[src/rtl/req_responder.sv]
// Responder end of the irdy/trdy request/response network: serves type-0 requests in order,
// one type-1 response per request after LAT cycles. Optional stats via XMAS_RSP_STATS_EN.
module req_responder #(
  parameter int DEPTH = 2,
  parameter int LAT   = 1,
  parameter int LAT_W = 4,
  parameter int CNT_W = 16
) (
  input  logic       clk,
  input  logic       rst,
  input  logic       i0_irdy_i,
  output logic       i0_trdy_o,
  input  logic [1:0] i0_data_type_i,
  output logic       o0_irdy_o,
  input  logic       o0_trdy_i,
  output logic [1:0] o0_data_type_o,
  output logic       busy_o
`ifdef XMAS_RSP_STATS_EN
  ,
  output logic [CNT_W-1:0] req_cnt_o,
  output logic [CNT_W-1:0] rsp_cnt_o,
  output logic [CNT_W-1:0] drop_cnt_o
`endif
);

  localparam int OCC_W = $clog2(DEPTH + 1);

  typedef enum logic [1:0] {IDLE, WAIT, SEND} state_t;

  state_t           state_q, state_d;
  logic [OCC_W-1:0] occ_q, occ_d;
  logic [LAT_W-1:0] cnt_q, cnt_d;
  logic             accept, req_acc, drop_acc, rsp_hs;

  assign i0_trdy_o = !rst && (occ_q != OCC_W'(DEPTH));
  assign accept    = i0_irdy_i && i0_trdy_o;
  assign req_acc   = accept && (i0_data_type_i == 2'd0);
  assign drop_acc  = accept && (i0_data_type_i != 2'd0);
  assign rsp_hs    = (state_q == SEND) && o0_trdy_i;
  assign busy_o    = (state_q != IDLE) || (occ_q != '0);

  always_comb begin
    occ_d = occ_q;
    if (req_acc && !rsp_hs) begin
      occ_d = occ_q + OCC_W'(1);
    end else if (!req_acc && rsp_hs) begin
      occ_d = occ_q - OCC_W'(1);
    end
  end

  always_comb begin
    state_d        = state_q;
    cnt_d          = cnt_q;
    o0_irdy_o      = 1'b0;
    o0_data_type_o = 2'd0;
    case (state_q)
      IDLE: begin
        if (req_acc || occ_q != '0) begin
          cnt_d   = LAT_W'(LAT);
          state_d = (LAT == 0) ? SEND : WAIT;
        end
      end
      WAIT: begin
        cnt_d = cnt_q - LAT_W'(1);
        if (cnt_q == LAT_W'(1)) begin
          state_d = SEND;
        end
      end
      SEND: begin
        o0_irdy_o      = 1'b1;
        o0_data_type_o = 2'd1;
        if (o0_trdy_i) begin
          // Latency for the next response restarts from this handshake.
          if (occ_d != '0) begin
            cnt_d   = LAT_W'(LAT);
            state_d = (LAT == 0) ? SEND : WAIT;
          end else begin
            state_d = IDLE;
          end
        end
      end
      default: state_d = IDLE;
    endcase
  end

  always_ff @(posedge clk or posedge rst) begin
    if (rst) begin
      state_q <= IDLE;
      occ_q   <= '0;
      cnt_q   <= '0;
    end else begin
      state_q <= state_d;
      occ_q   <= occ_d;
      cnt_q   <= cnt_d;
    end
  end

`ifdef XMAS_RSP_STATS_EN
  logic [CNT_W-1:0] req_cnt_q, rsp_cnt_q, drop_cnt_q;

  // Statistics saturate rather than wrap.
  always_ff @(posedge clk or posedge rst) begin
    if (rst) begin
      req_cnt_q  <= '0;
      rsp_cnt_q  <= '0;
      drop_cnt_q <= '0;
    end else begin
      if (req_acc && req_cnt_q != '1) req_cnt_q <= req_cnt_q + CNT_W'(1);
      if (rsp_hs && rsp_cnt_q != '1) rsp_cnt_q <= rsp_cnt_q + CNT_W'(1);
      if (drop_acc && drop_cnt_q != '1) drop_cnt_q <= drop_cnt_q + CNT_W'(1);
    end
  end

  assign req_cnt_o  = req_cnt_q;
  assign rsp_cnt_o  = rsp_cnt_q;
  assign drop_cnt_o = drop_cnt_q;
`endif

endmodule
[config.mk]
export PLATFORM = sky130hd
export DESIGN_NAME = req_responder
export DESIGN_NICKNAME = d
export VERILOG_FILES = /design/src/rtl/req_responder.sv
export SDC_FILE = /design/constraint.sdc
export NUM_CORES = 1
export LEC_CHECK = 0
export CAP_MARGIN = 10
export CORE_MARGIN = 8
export CORE_UTILIZATION = 45
export DETAILED_ROUTE_END_ITERATION = 12
export GPL_TIMING_DRIVEN = 0
export PLACE_DENSITY = 0.81
export SYNTH_ARGS = -nofsm -noshare
export SYNTH_HDL_FRONTEND = slang
export SYNTH_SLANG_ARGS = --single-unit
[constraint.sdc]
create_clock -name clk -period 4.1 [get_ports clk]
set_clock_uncertainty 0.2 [all_clocks]
set_input_delay 0.82 -clock clk [delete_from_list [all_inputs] [get_ports clk]]
set_output_delay 0.82 -clock clk [all_outputs]
set_load 0.02 [all_outputs]
==> results.cfg <==
[die]
initial_core_utilization = 0.481
row_count = 13
fp.dieH_um = 53.3
core_area_mm2 = 0.00130
io_pins = 11
chipWidth_um = 53.3
die_area_mm2 = 0.00284

[global_routing]
overflow = 0
grt_max_degree = 11
antenna_found_initial = 0
wire_length_of_the_first_global_routing_pass_um = 2490
grt_use_total = 0.119
grt_pass1_vias = 531

[drt]
avgViaCountPerCell = 5.59
drt_pass1_iterations = 4
route.final.wire_length_um = 1410
wl_per_cell_um = 14.8
drt.antenna.violating_nets = 0
detail_route.iter0.violations = 4
detailroute.via_count = 531
drc_errors = 0

[cts]
clock_tree.root_cell = sky130_fd_sc_hd__clkbuf_4
worst_skew_pair.late_latency_ns = 0.25
cts.reportedPaths.clkPinSlew_ns = 0.05
cts_resized = 0
cts_tree = built
post_cts.repair.setup_buffers = 0
number_of_h_tree_branching_levels = 1
longest_clk_path_bufs = 2
cts_inserted_buffers = 3
clock-sinks = 8
cts_hold_buffers = 0

[logic_synthesis]
syn-cell-area_um2 = 626
syn_inst = 68
post_synth_num_cell_types = 34
synth_top_area_share = 0.320
synthTopCellsByCount = sky130_fd_sc_hd__dfrtp_1 (8), sky130_fd_sc_hd__inv_1 (5), sky130_fd_sc_hd__ha_1 (4), sky130_fd_sc_hd__nand2b_1 (4)
synth_top_cells_by_area = sky130_fd_sc_hd__dfrtp_1 (32%), sky130_fd_sc_hd__ha_1 (8.0%), sky130_fd_sc_hd__a221o_1 (4.8%)
postSynth.topFlopCell = sky130_fd_sc_hd__dfrtp_1
syn_avg_cell_area_um2 = 9.20
syn-num-nets = 78
yosysMostFrequentCell = sky130_fd_sc_hd__dfrtp_1
asyncSetResetFlopFracSynth = 1.00
count_of_flip_flops_with_a_built_in_enable_after_synthesis = 0
postSynthRegisterBits = 8
yosysTopAreaCell = sky130_fd_sc_hd__dfrtp_1
yosys_warnings = 0
yosysSeqAreaShare = 0.320

[final_layout]
area.growth.synth_to_final_pct = 21.0
design.final.nets = 92
layoutNonFillerInstCount = 95
postLayoutCoreUtil = 0.582
n_antenna_cell = 0
num-fill-cells = 128
area.sequential_um2 = 200
area_occupied_by_multi_input_gates_um2 = 379
layout.cell_area.non_filler_um2 = 757
layout-drive-gt1-share = 0.113

[power]
irDropWorstVdd_mv = 0.346
static-leakage-power_nw = 0.327
power_density_mw_per_mm2 = 649
design_power_total_mw = 0.491

[min_path]
worstHoldPathType = register to register

[sta]
timing.setup.tns_ns = 0
grt_setup_unrepaired = no
timing_hold_violations_final = 0
fin_ws_ns = 1.10
final_min_period_over_clock_period = 0.731
finalCriticalPeriod_ns = 3.00
maxClockFrequency_mhz = 334
fin_hold_ws_ns = 0.382
setup_violations = 0
slew_violations = 0

[placed_design]
place_worst_setup_slack_ns = 0.966
globalplace.congestion = 0.801
portBuffers = 9
post-dp-hpwl_um = 1070
placed_area_um2 = 734
post-place-cells = 92

[flow_run]
drv_cap = 0

[setup_path]
critical_path.top_delay_family = buffers and inverters
worstPathArrival_ns = 1.98
critPathMaxStageDelay_ns = 0.60
critical_path_buf_inv_count = 2
critical_path.slowest_cell = sky130_fd_sc_hd__clkdlybuf4s50_1
worstPathMaxFanout = 3
timing.critical_path.mode_cell = sky130_fd_sc_hd__clkdlybuf4s50_1
worst-endpoint-required_ns = 3.08
crit_path_cells = clkdlybuf4s50_1, nor2_1, clkdlybuf4s50_1
crit_path_start_kind = input pin
worst_setup_path_end_kind = primary output
timing_worst_setup_path_type = input pin to primary output

[outcome]
run_status = finished, final reports clean
-- metal layers --
metal,vias up,share of wire,GRT usage
met5,-,0,0
met4,0,0.0092,0.0756
met3,2,0.035,0.0280
met2,9,0.49,0.182
met1,251,0.46,0.145
li1,269,-,-
-- path summary, 6_finish.rpt --
check / start / end / slack [ns] / cells after the start
setup / recovery: rst / i0_trdy_o / 1.10 / 3
hold / removal: cnt_q[1] / cnt_q[1] / 0.38 / 1
setup reg to reg: occ_q[0] / cnt_q[3] / 1.53 / 7
hold reg to reg: cnt_q[1] / cnt_q[1] / 0.38 / 1
max in group asynchronous: rst / occ_q[1] / 2.79 / 2
min in group asynchronous: rst / occ_q[0] / 0.68 / 2
-- placed cells by master, fill, tap and decap left out, types with 2 or more instances in the layout --
cell type                         netlist  final
sky130_fd_sc_hd__clkdlybuf4s50_1        0      9
sky130_fd_sc_hd__dfrtp_1                8      8
sky130_fd_sc_hd__inv_1                  5      5
sky130_fd_sc_hd__nand2b_1               4      4
sky130_fd_sc_hd__ha_1                   4      4
sky130_fd_sc_hd__nand2_1                3      3
sky130_fd_sc_hd__nor2_1                 3      3
sky130_fd_sc_hd__o21ai_0                3      3
sky130_fd_sc_hd__a221o_1                3      3
sky130_fd_sc_hd__xnor2_1                3      3
sky130_fd_sc_hd__clkbuf_4               0      3
sky130_fd_sc_hd__clkbuf_1               2      2
sky130_fd_sc_hd__or4b_1                 2      2
sky130_fd_sc_hd__nand3b_1               2      2
sky130_fd_sc_hd__xor2_1                 2      2
sky130_fd_sc_hd__a21oi_1                2      2
sky130_fd_sc_hd__a21boi_0               2      2
sky130_fd_sc_hd__buf_4                  2      2
-- final cells by class --
cell class,instances,share of cell area
plain buffers,5,0.0364
well taps,15,0.0248
multi-input cells,50,0.501
clock buffers,3,0.0298
inverters,5,0.0248
repair buffers,9,0.119
flip-flops and latches,8,0.264
-- kinds of logic (layout without fill, tap and decap cells) --
| group | after synthesis | after routing | share of synthesized area |
|---|---|---|---|
| compound gates | 18 | 18 | 0.212 |
| xor+xnor | 5 | 5 | 0.0700 |
| fa+ha+maj | 4 | 4 | 0.0800 |
| buf+inv | 10 | 22 | 0.0740 |
| flops | 8 | 8 | 0.320 |
| other cells | 1 | 1 | 0.00599 |
| simple gates | 22 | 22 | 0.238 |
-- registers in the layout (all words and copies together), names as in the netlist --
name,cells
cnt_q,4
occ_q,2
state_q,2
-- power by group --
part	switching [mW]	leakage [nW]	internal, mW
clock network	0.0275	0.0138	0.0335
registers	0.0374	0.0989	0.115
logic	0.140	0.214	0.137
Note: power is estimated with default switching activity, not from simulation.
